`src/rtl/seg_add_pkg.sv`:
```
`default_nettype none
// ============================================================================
//  Module  : seg_add_pkg
//  Purpose : Shared types and helpers for the segmented wide adder.
//            - FSM state encoding (IDLE / RUN / DONE)
//            - f_nseg  : number of slices needed to cover WIDTH
//            - f_seg_w : width of the slice counter, never below 1 bit
//  Revision: 1.0  initial release
// ============================================================================
package seg_add_pkg;

   typedef enum logic [1:0] {
      ST_IDLE = 2'b00,
      ST_RUN  = 2'b01,
      ST_DONE = 2'b10
   } state_t;

   // A non-positive slice returns 1 so that elaboration reaches the
   // explicit parameter check instead of a divide-by-zero.
   function automatic int f_nseg(input int width, input int slice);
      return (slice > 0) ? (width / slice) : 1;
   endfunction

   // A single-slice configuration still needs a 1-bit counter.
   function automatic int f_seg_w(input int nseg);
      return (nseg > 1) ? $clog2(nseg) : 1;
   endfunction

endpackage : seg_add_pkg
`default_nettype wire

```
`src/rtl/seg_add_rca.sv`:
```
`default_nettype none
// ============================================================================
//  Module  : seg_add_rca
//  Purpose : Parametric ripple-carry adder, purely combinational.
//  Ports   : i_a, i_b  [SIZE-1:0]  addends
//            i_cin                 carry into bit 0
//            o_sum     [SIZE-1:0]  sum
//            o_cout                carry out of bit SIZE-1
//  Revision: 1.0  initial release
// ============================================================================
module seg_add_rca #(
   parameter int SIZE = 16
) (
   input  logic [SIZE-1:0] i_a,
   input  logic [SIZE-1:0] i_b,
   input  logic            i_cin,
   output logic [SIZE-1:0] o_sum,
   output logic            o_cout
);

   logic [SIZE:0] w_c;

   assign w_c[0] = i_cin;

   for (genvar i = 0; i < SIZE; i++) begin : g_bit
      assign o_sum[i]  = i_a[i] ^ i_b[i] ^ w_c[i];
      assign w_c[i+1]  = (i_a[i] & i_b[i]) | (w_c[i] & (i_a[i] ^ i_b[i]));
   end

   assign o_cout = w_c[SIZE];

endmodule : seg_add_rca
`default_nettype wire

```
`src/rtl/seg_add_sequencer.sv`:
```
`default_nettype none
// ============================================================================
//  Module  : seg_add_sequencer
//  Purpose : Adds two WIDTH-bit operands over NSEG = WIDTH/SLICE cycles by
//            reusing one SLICE-bit ripple-carry adder and registering the
//            carry between slices. Valid/ready handshake on both sides.
//  Ports   : clk, rst_n (async, active-low)
//            i_in_valid / o_in_ready        operand handshake
//            i_a, i_b [WIDTH-1:0], i_cin    operands and carry-in
//            o_out_valid / i_out_ready      result handshake
//            o_sum [WIDTH-1:0], o_cout      result (only non-zero in DONE)
//            o_busy                         high in RUN or DONE
//            i_sub (SEG_ADD_SUB_EN only)    1 = compute a - b
//  Config  : define SEG_ADD_SUB_EN to add the i_sub port (subtract mode).
//  Revision: 1.0  initial release
// ============================================================================
module seg_add_sequencer
   import seg_add_pkg::*;
#(
   parameter int WIDTH = 64,
   parameter int SLICE = 16
) (
   input  logic             clk,
   input  logic             rst_n,
   input  logic             i_in_valid,
   output logic             o_in_ready,
   input  logic [WIDTH-1:0] i_a,
   input  logic [WIDTH-1:0] i_b,
   input  logic             i_cin,
`ifdef SEG_ADD_SUB_EN
   input  logic             i_sub,
`endif
   output logic             o_out_valid,
   input  logic             i_out_ready,
   output logic [WIDTH-1:0] o_sum,
   output logic             o_cout,
   output logic             o_busy
);

   localparam int NSEG  = f_nseg(WIDTH, SLICE);
   localparam int SEG_W = f_seg_w(NSEG);
   localparam logic [SEG_W-1:0] C_SEG_LAST = SEG_W'(NSEG - 1);

   if (SLICE < 1) begin : g_chk_slice
      $error("seg_add_sequencer: SLICE must be >= 1");
   end
   if ((WIDTH % ((SLICE < 1) ? 1 : SLICE)) != 0) begin : g_chk_width
      $error("seg_add_sequencer: WIDTH must be a multiple of SLICE");
   end

   state_t             r_state;
   state_t             w_state_nxt;
   logic [SEG_W-1:0]   r_seg;
   logic [WIDTH-1:0]   r_a;
   logic [WIDTH-1:0]   r_b;
   logic [WIDTH-1:0]   r_sum;
   logic               r_carry;

   logic [SLICE-1:0]   w_a_sl;
   logic [SLICE-1:0]   w_b_sl;
   logic [SLICE-1:0]   w_sl_sum;
   logic               w_sl_cout;
   int                 w_shamt;
   logic [WIDTH-1:0]   w_b_cap;
   logic               w_c_cap;

   // Bit offset of the slice being processed this cycle.
   assign w_shamt = int'(r_seg) * SLICE;
   assign w_a_sl  = SLICE'(r_a >> w_shamt);
   assign w_b_sl  = SLICE'(r_b >> w_shamt);

`ifdef SEG_ADD_SUB_EN
   // Subtraction as a + ~b + 1; final carry of 1 means no borrow.
   assign w_b_cap = i_sub ? ~i_b : i_b;
   assign w_c_cap = i_sub ? 1'b1 : i_cin;
`else
   assign w_b_cap = i_b;
   assign w_c_cap = i_cin;
`endif

   seg_add_rca #(
      .SIZE   (SLICE)
   ) u_rca (
      .i_a    (w_a_sl),
      .i_b    (w_b_sl),
      .i_cin  (r_carry),
      .o_sum  (w_sl_sum),
      .o_cout (w_sl_cout)
   );

   always_ff @(posedge clk or negedge rst_n) begin
      if (!rst_n) begin
         r_state <= ST_IDLE;
      end else begin
         r_state <= w_state_nxt;
      end
   end

   always_comb begin
      w_state_nxt = r_state;
      unique case (r_state)
         ST_IDLE: if (i_in_valid)           w_state_nxt = ST_RUN;
         ST_RUN:  if (r_seg == C_SEG_LAST)  w_state_nxt = ST_DONE;
         ST_DONE: if (i_out_ready)          w_state_nxt = ST_IDLE;
         default:                           w_state_nxt = ST_IDLE;
      endcase
   end

   always_ff @(posedge clk or negedge rst_n) begin
      if (!rst_n) begin
         r_seg   <= '0;
         r_a     <= '0;
         r_b     <= '0;
         r_sum   <= '0;
         r_carry <= 1'b0;
      end else begin
         case (r_state)
            ST_IDLE: begin
               if (i_in_valid) begin
                  r_a     <= i_a;
                  r_b     <= w_b_cap;
                  r_carry <= w_c_cap;
                  r_seg   <= '0;
                  r_sum   <= '0;
               end
            end
            ST_RUN: begin
               // r_sum is cleared on capture, so OR-ing each slice in place
               // is equivalent to a part-select write.
               r_sum   <= r_sum | (WIDTH'(w_sl_sum) << w_shamt);
               r_carry <= w_sl_cout;
               r_seg   <= (r_seg == C_SEG_LAST) ? '0 : r_seg + SEG_W'(1);
            end
            default: ;
         endcase
      end
   end

   // Outputs are gated by DONE so a partial sum is never visible.
   assign o_in_ready  = (r_state == ST_IDLE);
   assign o_out_valid = (r_state == ST_DONE);
   assign o_busy      = (r_state == ST_RUN) || (r_state == ST_DONE);
   assign o_sum       = (r_state == ST_DONE) ? r_sum   : '0;
   assign o_cout      = (r_state == ST_DONE) ? r_carry : 1'b0;

endmodule : seg_add_sequencer
`default_nettype wire

```
`config.mk`:
```
export PLATFORM = sky130hd
export DESIGN_NAME = seg_add_sequencer
export DESIGN_NICKNAME = d
export VERILOG_FILES = /design/src/rtl/seg_add_pkg.sv /design/src/rtl/seg_add_rca.sv /design/src/rtl/seg_add_sequencer.sv
export SDC_FILE = /design/constraint.sdc
export NUM_CORES = 1
export LEC_CHECK = 0
export CAP_MARGIN = 20
export CORE_ASPECT_RATIO = 0.6
export CORE_MARGIN = 2
export CORE_UTILIZATION = 32
export CTS_CLUSTER_DIAMETER = 200
export DETAILED_ROUTE_END_ITERATION = 7
export SYNTH_ARGS = -nofsm -noshare
export SYNTH_HDL_FRONTEND = slang
export SYNTH_HIERARCHICAL = 1
export SYNTH_SLANG_ARGS = --single-unit
```
`constraint.sdc`:
```
create_clock -name clk -period 23.7 [get_ports clk]
set_clock_uncertainty 0.15 [all_clocks]
set_input_delay 2.37 -clock clk [delete_from_list [all_inputs] [get_ports clk]]
set_output_delay 2.37 -clock clk [all_outputs]
set_load 0.005 [all_outputs]
```
==> results of run 1 <==
==> critical path, delay by kind of cell, from the launching register on <==
family | cells | cell delay [ns]
compound gates | 1 | 0.21
fa+ha+maj | 15 | 5.77
buf+inv | 5 | 0.87
flops | 1 | 0.49
mux | 1 | 0.58
simple gates | 1 | 0.10
==> worst paths after layout <==
kind	end	slack (ns)	depth (start not counted)
worst max-delay path	r_sum[31]$_DFFE_PN0P_	15.43	23
worst min-delay path	r_sum[16]$_DFFE_PN0P_	0.32	2
worst max register to register	r_sum[31]$_DFFE_PN0P_	15.43	23
worst min register to register	r_sum[16]$_DFFE_PN0P_	0.32	2
max in group asynchronous	r_b[30]$_DFFE_PN0P_	20.09	3
min in group asynchronous	r_b[26]$_DFFE_PN0P_	1.94	1
==> cells by family after synthesis <==
kind of cell | synth area share (%)
compound gates | 4.49
simple gates | 8.75
buf+inv | 3.37
mux | 24.5
flops | 54.6
fa+ha+maj | 4.24
==> sequential cells by signal (all words and copies together) (netlist names) <==
| name | flops |
|---|---|
| r_a | 64 |
| r_b | 64 |
| r_sum | 64 |
| r_seg | 2 |
| r_state | 2 |
| r_carry | 1 |
==> routing by layer <==
metal | routed length (um) | GRT usage (%) | part of all wire [%]
met5 | 0 | 0 | 0
met4 | 230 | 4.67 | 0.98
met3 | 1120 | 3.58 | 4.8
met2 | 10600 | 25.2 | 45
met1 | 11500 | 24.1 | 49
==> layout make-up <==
class,instances,area [um^2]
clock buffers,20,457
clock inverters,12,129
fillers,2614,15700
inverters,14,52.6
multi-input cells,410,3800
flip-flops and latches,197,4930
well taps,367,459
repair buffers,207,2080
==> synth_stat cells <==
cell | instances | area share, %
sky130_fd_sc_hd__a21oi_1 | 1 | 0.055
sky130_fd_sc_hd__a221o_1 | 1 | 0.11
sky130_fd_sc_hd__a221oi_2 | 1 | 0.17
sky130_fd_sc_hd__a22o_1 | 2 | 0.19
sky130_fd_sc_hd__and2_1 | 65 | 4.5
sky130_fd_sc_hd__buf_2 | 9 | 0.50
sky130_fd_sc_hd__buf_4 | 17 | 1.4
sky130_fd_sc_hd__buf_6 | 2 | 0.25
sky130_fd_sc_hd__clkbuf_1 | 15 | 0.62
sky130_fd_sc_hd__dfrtp_1 | 197 | 55
sky130_fd_sc_hd__fa_1 | 16 | 3.6
sky130_fd_sc_hd__ha_1 | 5 | 0.69
sky130_fd_sc_hd__inv_1 | 14 | 0.58
sky130_fd_sc_hd__mux2_2 | 130 | 16
sky130_fd_sc_hd__mux2_4 | 1 | 0.17
sky130_fd_sc_hd__mux2i_1 | 1 | 0.11
sky130_fd_sc_hd__mux4_2 | 32 | 8.0
sky130_fd_sc_hd__nand2_1 | 81 | 3.4
sky130_fd_sc_hd__nand2b_1 | 1 | 0.069
sky130_fd_sc_hd__nand3_1 | 1 | 0.055
sky130_fd_sc_hd__nand3_2 | 1 | 0.11
sky130_fd_sc_hd__nand3b_1 | 1 | 0.083
sky130_fd_sc_hd__nand3b_2 | 2 | 0.25
sky130_fd_sc_hd__nor2_1 | 1 | 0.042
sky130_fd_sc_hd__nor2b_1 | 2 | 0.14
sky130_fd_sc_hd__o21ai_0 | 54 | 3.0
sky130_fd_sc_hd__o21ai_2 | 10 | 0.97
sky130_fd_sc_hd__or3_4 | 1 | 0.12
==> stage by stage <==
| stage | hold slack [ns] | instances | util, % | worst slack (ns) |
|---|---|---|---|---|
| 3_5_place_dp | 0.312 | 1193 | 40.8 | 15.31 |
| 3_3_place_gp | 0.305 | 1193 | 40.8 | 15.36 |
| 6_report | 0.322 | 1227 | 43.1 | 15.43 |
| 5_1_grt | 0.345 | 1227 | 43.1 | 14.92 |
| 2_1_floorplan | 0.292 | 664 | - | 16.09 |
| 4_1_cts | 0.327 | 1225 | 42.9 | 15.31 |
==> where the power goes <==
group	switching (mW)	internal [mW]
sequential	0.0864	0.503
clock	0.130	0.161
combinational	0.438	0.383
total	0.654	1.05
==> qor.log, run 1 <==
qor: logic_synthesis.seq_area_frac_synth 54.6%
qor: min_path.timing.hold.worst.start r_sum[16]$_DFFE_PN0P_
qor: floorplan.io_pins 201
qor: timing.finalHoldViolCount 0
qor: timing.setup_tns 0 ns
qor: detailed_routing.1st_iter_drt_viols 384
qor: placed_design.globalplace.congestion 0.731
qor: worst_setup_path.cp_data_arrival_time 8.48 ns
qor: logic_synthesis.ys_ff_latch 197
qor: cts.cts.sink_count 197
qor: floorplan.chipWidth 221 um
qor: cts.hold_buffers 0
qor: grt.grt_antenna_before_repair 0
qor: detailed_routing.ant_nets 0
qor: finish.final_cell_mix 199 x sky130_fd_sc_hd__clkdlybuf4s50_1, 195 x sky130_fd_sc_hd__dfrtp_1, 130 x sky130_fd_sc_hd__mux2_2
qor: cts.clock_latency 0.44 ns
qor: pwr.power-per-cell-area 143 nW/um^2
qor: placed_design.i_o_buffers 200
qor: worst_setup_path.timing.setup.critical_path_class register to register
qor: timing.relSlewSlack 28.2%
qor: worst_setup_path.cp-end-kind register
qor: finish.antenna-diode-count 0
qor: finish.syn2layout_area_growth 32.0%
qor: grt.grt_pass1_vias 6043
qor: logic_synthesis.synthesis.area_per_instance 13.6 um^2
qor: cts.cts.repair_timing.setup_buffer_count 0
qor: worst_setup_path.slowest_stage sky130_fd_sc_hd__mux4_2
qor: pwr.ir_worst_vdd 60.4 uV
qor: worst_setup_path.critical_path.startpoint_type register
qor: worst_setup_path.critPathMostFrequentCell sky130_fd_sc_hd__fa_1
qor: floorplan.fp.coreArea 27600 um^2
qor: timing.worst_pin_slew 1.08 ns
qor: cts.clk_path_buf_depth 2
qor: status.outcome finished, final reports clean
qor: timing.f_max 0.121 GHz
qor: grt.first_pass_grt_wire_length 36.4 mm
qor: placed_design.detailed_place_hpwl 16.7 mm
qor: detailed_routing.route.detailed.wl_per_inst 19.0 um
qor: cts.cts.root.buffer_cell sky130_fd_sc_hd__clkbuf_16
qor: pwr.design_power_total 1.70 mW
qor: logic_synthesis.syn_nets 818
qor: floorplan.core_rows 47
qor: cts.deepest_level_of_the_cts_h_tree 4
qor: pwr.power_leakage 4.96 nW
qor: detailed_routing.vias 5702
qor: logic_synthesis.synthesis.instances 664
qor: floorplan.initial_utilization 32.6%
qor: floorplan.fp.dieArea 29600 um^2
qor: worst_setup_path.path_cells buf_4 > mux4_2 > inv_1 > fa_1 > inv_1 > fa_1 > fa_1 > fa_1 > fa_1 > fa_1 > fa_1 > fa_1 > fa_1 > fa_1 > fa_1 > fa_1 > fa_1 > fa_1 > inv_1 > fa_1 > inv_1 > nand2_1 > o21ai_0
qor: timing.fin_crit 8.27 ns
qor: grt.grt.overflow.total 0
qor: worst_setup_path.worst_setup_path_startpoint r_seg[0]$_DFFE_PN0P_
qor: cts.cts_tree yes
qor: grt.grt_use_total 16.6%
qor: finish.fraction_of_layout_instances_using_a_drive_strength_above_1 25.7%
qor: detailed_routing.vias_per_cell 4.65
qor: logic_synthesis.synth_warnings 6
qor: finish.layout.nets 1001
qor: detailed_routing.route.detailed.drc 0
qor: min_path.hold_path.class register to register
qor: cts.cts-buffers-inserted 17
qor: worst_setup_path.reg2reg_from r_seg[0]$_DFFE_PN0P_
qor: flow_run.max_cap_violations 0
qor: worst_setup_path.critical_path.max_stage_delay 0.58 ns
qor: finish.design_area 11900 um^2
qor: timing.final_report_setup_violation_count 0
qor: timing.unrepaired_setup_endpoints_after_global_routing false
qor: timing.final.period_utilization 34.9%
qor: detailed_routing.totalWireLength 23.4 mm
qor: worst_setup_path.critical_path_required 23.91 ns
qor: finish.mostFrequentLayoutCell sky130_fd_sc_hd__clkdlybuf4s50_1
qor: floorplan.die_h 134 um
qor: grt.grt_max_degree 120
qor: logic_synthesis.synth_cell_type_count 28
qor: worst_setup_path.critical_path_peak_fanout 33
qor: timing.timing_max_transition_violations_final 0
qor: cts.clock_pin_slew_on_the_worst_setup_and_hold_paths 0.07 ns
qor: cts.cts_resized 0
qor: detailed_routing.drtPass1Iterations 4
qor: placed_design.place_area 11300 um^2
qor: logic_synthesis.mappedNetlistArea 9020 um^2
(Power assumes the default switching activity.)
==> run 2, diff against run 1 <==
==> constraint.sdc (replaced) <==
create_clock -name clk -period 8.3 [get_ports clk]
set_clock_uncertainty 0.15 [all_clocks]
set_input_delay 0.83 -clock clk [delete_from_list [all_inputs] [get_ports clk]]
set_output_delay 0.83 -clock clk [all_outputs]
set_load 0.005 [all_outputs]
==> qor.log, run 2 (synthesis gave the netlist of run 1 again) <==
qor: status.outcome finished, final reports clean
qor: placed_design.place_area 11300 um^2 [+0.20%]
qor: finish.mostFrequentLayoutCell sky130_fd_sc_hd__clkdlybuf4s50_1
qor: detailed_routing.drtPass1Iterations 6 [+2]
qor: finish.fraction_of_layout_instances_using_a_drive_strength_above_1 25.8% [+0.056 points]
qor: grt.grt_pass1_vias 5941 [-1.7%]
qor: worst_setup_path.path_cells mux4_2 > fa_1 > inv_1 > fa_1 > inv_1 > fa_1 > fa_1 > fa_1 > fa_1 > fa_1 > fa_1 > fa_1 > fa_1 > fa_1 > fa_1 > fa_1 > fa_1 > fa_1 > inv_1 > fa_1 > inv_1 > nand2_1 > o21ai_0
qor: finish.fillers 2574 [-1.5%]
qor: timing.worst_pin_slew 1.02 ns [-0.0541 ns]
qor: floorplan.fp.coreArea 27600 um^2 [unchanged]
qor: grt.grt.overflow.total 0 [unchanged]
qor: floorplan.fp.dieArea 29600 um^2 [unchanged]
qor: worst_setup_path.critical-path-top-delay-family adder cells
qor: cts.clock_pin_slew_on_the_worst_setup_and_hold_paths 0.07 ns [about the same]
qor: pwr.ir_worst_vdd 262 uV [+330%]
qor: grt.grt_max_degree 81 [-33%]
qor: detailed_routing.vias_per_cell 4.67 [+0.60%]
qor: floorplan.chipWidth 221 um [unchanged]
qor: finish.syn2layout_area_growth 32.0% [about the same]
qor: worst_setup_path.critical_path_required 8.51 ns [-15.40 ns]
qor: grt.grt_antenna_before_repair 1 [+1]
qor: cts.clock_latency 0.45 ns [about the same]
qor: worst_setup_path.timing.setup.critical_path_class register to register
qor: detailed_routing.1st_iter_drt_viols 387 [+0.78%]
qor: worst_setup_path.critPathMostFrequentCell sky130_fd_sc_hd__fa_1
qor: cts.cts.sink_count 197 [unchanged]
qor: timing.timing_max_transition_violations_final 0 [unchanged]
qor: pwr.power-per-cell-area 411 nW/um^2 [+190%]
qor: timing.final_report_setup_violation_count 0 [unchanged]
qor: finish.finalNonFillerCells 1230 [+0.24%]
qor: placed_design.i_o_buffers 200 [unchanged]
qor: timing.fin_crit 7.94 ns [-0.331 ns]
qor: worst_setup_path.critical_path.startpoint_type register
qor: worst_setup_path.timing.critical_path.buf_inv 4 [-1]
qor: detailed_routing.ant_nets 0 [unchanged]
qor: floorplan.core_rows 47 [unchanged]
qor: flow_run.max_cap_violations 0 [unchanged]
qor: placed_design.pre_cts_ws 0.343 ns [-14.96 ns]
qor: min_path.hold_path.class input pin to async pin
qor: detailed_routing.met2_wirelength 10.4 mm [-1.8%]
qor: floorplan.io_pins 201 [unchanged]
qor: floorplan.initial_utilization 32.6% [unchanged]
qor: finish.biggestRegsByFlops r_a x64, r_b x64, r_sum x64
qor: timing.f_max 0.126 GHz [+4.2%]
qor: cts.deepest_level_of_the_cts_h_tree 4 [unchanged]
qor: detailed_routing.highest-signal-layer met4
qor: pwr.power_leakage 4.96 nW [about the same]
qor: finish.design_area 11900 um^2 [about the same]
qor: timing.setup_tns 0 ns [unchanged]
qor: finish.final_cell_mix 199 x sky130_fd_sc_hd__clkdlybuf4s50_1, 195 x sky130_fd_sc_hd__dfrtp_1, 130 x sky130_fd_sc_hd__mux2_2
qor: grt.first_pass_grt_wire_length 36.7 mm [+1.0%]
qor: timing.worst_slack 0.357 ns [-15.07 ns]
qor: placed_design.dp.cells 1196 [+0.25%]
qor: timing.finalHoldViolCount 0 [unchanged]
qor: detailed_routing.detailroute.wirelength.met3 1.11 mm [-0.63%]
qor: detailed_routing.route.detailed.wl_per_inst 19.4 um [+1.7%]
qor: detailed_routing.vias 5750 [+0.84%]
qor: worst_setup_path.cp_data_arrival_time 8.15 ns [-0.33 ns]
qor: cts.hold_buffers 0 [unchanged]
qor: worst_setup_path.slowest_stage sky130_fd_sc_hd__mux4_2
qor: cts.clk_path_buf_depth 2 [unchanged]
qor: worst_setup_path.cp-end-kind register
qor: detailed_routing.route.detailed.drc 0 [unchanged]
qor: finish.layout.nets 1003 [+0.20%]
qor: detailed_routing.drt-met1-wl 12.0 mm [+4.4%]
qor: cts.cts.root.buffer_cell sky130_fd_sc_hd__clkbuf_16
qor: worst_setup_path.critical_path.max_stage_delay 0.52 ns [-0.06 ns]
qor: worst_setup_path.critical_path_peak_fanout 4 [-88%]
qor: timing.final.period_utilization 95.7% [+61 points]
qor: timing.relSlewSlack 31.8% [+3.6 points]
qor: grt.grt_use_total 16.9% [+0.27 points]
qor: cts.cts-buffers-inserted 17 [unchanged]
qor: placed_design.detailed_place_hpwl 17.0 mm [+2.2%]
qor: floorplan.die_h 134 um [unchanged]
qor: timing.unrepaired_setup_endpoints_after_global_routing false
qor: cts.cts.repair_timing.setup_buffer_count 0 [unchanged]
qor: placed_design.globalplace.congestion 0.753 [+3.1%]
qor: detailed_routing.totalWireLength 23.8 mm [+1.9%]
qor: cts.cts_tree yes
run 2: metal layers:
layer,up-vias,track usage [%]
met5,-,0
li1,2665,-
met1,2935,25.8
met3,24,3.65
met2,126,23.8
met4,0,5.33
run 2: power breakdown:
| part | internal, mW | switching [mW] |
|---|---|---|
| registers | 1.44 | 0.241 |
| logic | 1.11 | 1.27 |
| clock network | 0.452 | 0.381 |
run 2: final timing paths:
| path | start | endpoint | slack (ns) | depth (start not counted) |
|---|---|---|---|---|
| hold reg to reg | r_sum[28]$_DFFE_PN0P_ | r_sum[28]$_DFFE_PN0P_ | 0.32 | 2 |
| min in group clk | r_sum[28]$_DFFE_PN0P_ | r_sum[28]$_DFFE_PN0P_ | 0.32 | 2 |
| setup / recovery | r_seg[0]$_DFFE_PN0P_ | r_sum[63]$_DFFE_PN0P_ | 0.36 | 23 |
| hold / removal | rst_n | r_b[40]$_DFFE_PN0P_ | 0.17 | 1 |
| max in group asynchronous | rst_n | r_seg[1]$_DFFE_PN0P_ | 6.45 | 2 |
| setup reg to reg | r_seg[0]$_DFFE_PN0P_ | r_sum[63]$_DFFE_PN0P_ | 0.36 | 23 |
run 2: repair_timing:
action	CTS	global route
hold endpoints to repair	0	0
gates resized for setup	0	2
endpoints found under the setup margin	0	1
run 2: cell type report:
cell class / instances / area (um^2) / share of cell area [%]
Inverter: 14 / 52.6 / 0.441
Multi-Input combinational cell: 410 / 3800 / 31.9
Tap cell: 367 / 459 / 3.86
Clock buffer: 20 / 447 / 3.75
Timing Repair Buffer: 209 / 2090 / 17.5
Antenna cell: 1 / 2.50 / 0.0210
Sequential cell: 197 / 4930 / 41.4
Clock inverter: 12 / 129 / 1.08
run 2: metrics by stage:
step | utilization (%) | hold WS [ns] | total power [mW]
after global routing | 43.1 | 0.203 | 5.30
after global placement | 40.9 | 0.304 | 4.09
after CTS | 43.0 | 0.182 | 4.98
final | 43.1 | 0.173 | 4.89
after detailed placement | 40.9 | 0.309 | 4.13
after floorplan | - | 0.292 | 3.20
==> run 3, diff against run 2 <==
--- a/config.mk
+++ b/config.mk
@@ -8,7 +8,7 @@
 export CAP_MARGIN = 20
 export CORE_ASPECT_RATIO = 0.6
 export CORE_MARGIN = 2
-export CORE_UTILIZATION = 32
+export CORE_UTILIZATION = 35
 export CTS_CLUSTER_DIAMETER = 200
 export DETAILED_ROUTE_END_ITERATION = 7
 export SYNTH_ARGS = -nofsm -noshare
==> qor.log, run 3 (synthesis gave the netlist of run 1 again) <==
qor: cts.deepest_level_of_the_cts_h_tree 4 [unchanged]
qor: floorplan.fp.coreArea 25300 um^2 [-8.5%]
qor: timing.finalHoldViolCount 0 [unchanged]
qor: timing.final_report_setup_violation_count 0 [unchanged]
qor: detailed_routing.vias 5688 [-1.1%]
qor: grt.grt_use_total 17.7% [+0.76 points]
qor: worst_setup_path.cp_data_arrival_time 8.18 ns [+0.03 ns]
qor: finish.postLayoutCoreUtil 47.2% [+4.1 points]
qor: pwr.power-per-cell-area 416 nW/um^2 [+1.2%]
qor: timing.final.period_utilization 96.0% [+0.29 points]
qor: worst_setup_path.critical-path-top-delay-family adder cells
qor: grt.grt_antenna_before_repair 2 [+1]
qor: timing.worst_slack 0.333 ns [-0.0243 ns]
qor: flow_run.max_cap_violations 0 [unchanged]
qor: pwr.ir_worst_vdd 155 uV [-41%]
qor: worst_setup_path.path_cells mux4_2 > fa_1 > inv_1 > fa_1 > inv_1 > fa_1 > fa_1 > fa_1 > fa_1 > fa_1 > fa_1 > fa_1 > fa_1 > fa_1 > fa_2 > fa_1 > fa_1 > fa_1 > inv_1 > fa_1 > inv_1 > nand2_1 > o21ai_2
qor: timing.unrepaired_setup_endpoints_after_global_routing false
qor: grt.first_pass_grt_wire_length 35.5 mm [-3.3%]
qor: finish.mostFrequentLayoutCell sky130_fd_sc_hd__clkdlybuf4s50_1
qor: finish.biggestRegsByFlops r_a x64, r_b x64, r_sum x64
qor: floorplan.initial_utilization 35.7% [+3.0 points]
qor: placed_design.place_area 11300 um^2 [-0.49%]
qor: finish.layout.nets 1004 [+0.10%]
qor: timing.worst_pin_slew 1.03 ns [+0.00808 ns]
qor: detailed_routing.totalWireLength 23.0 mm [-3.5%]
qor: placed_design.pre_cts_ws 0.218 ns [-0.126 ns]
qor: grt.grt.overflow.total 0 [unchanged]
qor: timing.relSlewSlack 31.2% [-0.54 points]
qor: worst_setup_path.slowest_stage sky130_fd_sc_hd__mux4_2
qor: worst_setup_path.timing.setup.critical_path_class register to register
qor: timing.fin_crit 7.97 ns [+0.0243 ns]
qor: cts.cts_tree yes
qor: cts.hold_buffers 0 [unchanged]
qor: worst_setup_path.critPathMostFrequentCell sky130_fd_sc_hd__fa_1
qor: grt.grt_max_degree 94 [+16%]
qor: worst_setup_path.critical_path_required 8.51 ns [about the same]
qor: timing.final.hold.worst_slack 0.303 ns [+0.131 ns]
qor: placed_design.dp.cells 1157 [-3.3%]
qor: timing.timing_max_transition_violations_final 0 [unchanged]
qor: detailed_routing.route.detailed.wl_per_inst 19.3 um [-0.43%]
qor: floorplan.io_pins 201 [unchanged]
qor: detailed_routing.drtPass1Iterations 4 [-2]
qor: cts.clock_latency 0.44 ns [about the same]
qor: finish.syn2layout_area_growth 32.2%
qor: worst_setup_path.timing.critical_path.buf_inv 4 [unchanged]
qor: timing.f_max 0.126 GHz [-0.30%]
qor: finish.finalNonFillerCells 1192 [-3.1%]
qor: placed_design.globalplace.congestion 0.733 [-2.7%]
qor: floorplan.fp.dieArea 27100 um^2 [-8.4%]
qor: cts.cts.root.buffer_cell sky130_fd_sc_hd__clkbuf_16
qor: floorplan.die_h 128 um [-4.3%]
qor: detailed_routing.vias_per_cell 4.77 [+2.1%]
qor: worst_setup_path.cp-end-kind register
qor: status.outcome finished, final reports clean
qor: cts.clock_pin_slew_on_the_worst_setup_and_hold_paths 0.07 ns [about the same]
qor: finish.final_cell_mix 199 x sky130_fd_sc_hd__clkdlybuf4s50_1, 195 x sky130_fd_sc_hd__dfrtp_1, 130 x sky130_fd_sc_hd__mux2_2
qor: floorplan.core_rows 45 [-4.3%]
qor: worst_setup_path.critical_path_peak_fanout 4 [unchanged]
qor: finish.design_area 11900 um^2 [+0.15%]
qor: pwr.design_power_total 4.96 mW [+1.4%]
qor: worst_setup_path.reg2regPathDepth 23 [unchanged]
qor: cts.cts.sink_count 197 [unchanged]
qor: min_path.hold_path.class input pin to async pin
qor: timing.setup_tns 0 ns [unchanged]
qor: finish.fraction_of_layout_instances_using_a_drive_strength_above_1 26.1% [+0.35 points]
qor: worst_setup_path.critical_path.max_stage_delay 0.53 ns [about the same]
qor: detailed_routing.ant_nets 0 [unchanged]
qor: placed_design.i_o_buffers 200 [unchanged]
qor: cts.cts-buffers-inserted 17 [unchanged]
qor: worst_setup_path.critical_path.startpoint_type register
qor: detailed_routing.route.detailed.drc 0 [unchanged]
qor: placed_design.detailed_place_hpwl 16.4 mm [-3.3%]
qor: worst_setup_path.cp.depth 23 [unchanged]
qor: detailed_routing.1st_iter_drt_viols 287 [-26%]
qor: cts.clk_path_buf_depth 2 [unchanged]
qor: grt.grt_pass1_vias 5951 [+0.17%]
qor: floorplan.chipWidth 211 um [-4.3%]
qor: pwr.power_leakage 5.00 nW [+0.81%]
run 3: changes by cell type in the layout (fill, tap and decap cells not counted):
cell	before	now
sky130_fd_sc_hd__bufinv_16	2	5
sky130_fd_sc_hd__fa_1	16	15
sky130_fd_sc_hd__clkinvlp_4	3	1
sky130_fd_sc_hd__buf_12	1	0
sky130_fd_sc_hd__o21ai_1	2	3
sky130_fd_sc_hd__fa_2	0	1
sky130_fd_sc_hd__buf_4	8	10
sky130_fd_sc_hd__o21ai_0	52	51
sky130_fd_sc_hd__clkbuf_1	2	0
run 3: layout make-up:
cell class / count / area [um^2]
multi-input combinational: 410 / 3800
timing repair buffer: 210 / 2080
fill: 2240 / 13400
tap: 329 / 412
sequential: 197 / 4930
clock buffer: 18 / 439
clock inverter: 13 / 204
antenna: 1 / 2.50
inverter: 14 / 52.6
run 3: power by group:
group	total, mW	internal [mW]	switching (mW)
sequential	1.68	1.44	0.243
clock	0.919	0.542	0.377
combinational	2.36	1.11	1.25
run 3: final timing paths:
kind | start | to | slack, ns
setup / recovery | r_seg[0]$_DFFE_PN0P_ | r_sum[15]$_DFFE_PN0P_ | 0.33
min in group clk | r_sum[3]$_DFFE_PN0P_ | r_sum[3]$_DFFE_PN0P_ | 0.32
hold / removal | rst_n | r_a[17]$_DFFE_PN0P_ | 0.30
setup reg to reg | r_seg[0]$_DFFE_PN0P_ | r_sum[15]$_DFFE_PN0P_ | 0.33
max in group asynchronous | rst_n | r_b[5]$_DFFE_PN0P_ | 6.42
hold reg to reg | r_sum[3]$_DFFE_PN0P_ | r_sum[3]$_DFFE_PN0P_ | 0.32
run 3: timing repair:
action                     in CTS  in global routing
gates resized for setup         0                  4
setup buffers                   0                  3
setup endpoints to repair       0                  4
run 3: metal layers:
metal  part of all wire (%)  wire length (um)  GRT usage, %
met1                     51             11600          26.3
met2                     43              9960          25.9
met3                    5.2              1200          4.54
met4                   0.83               190          3.98
met5                  0.057                13             0
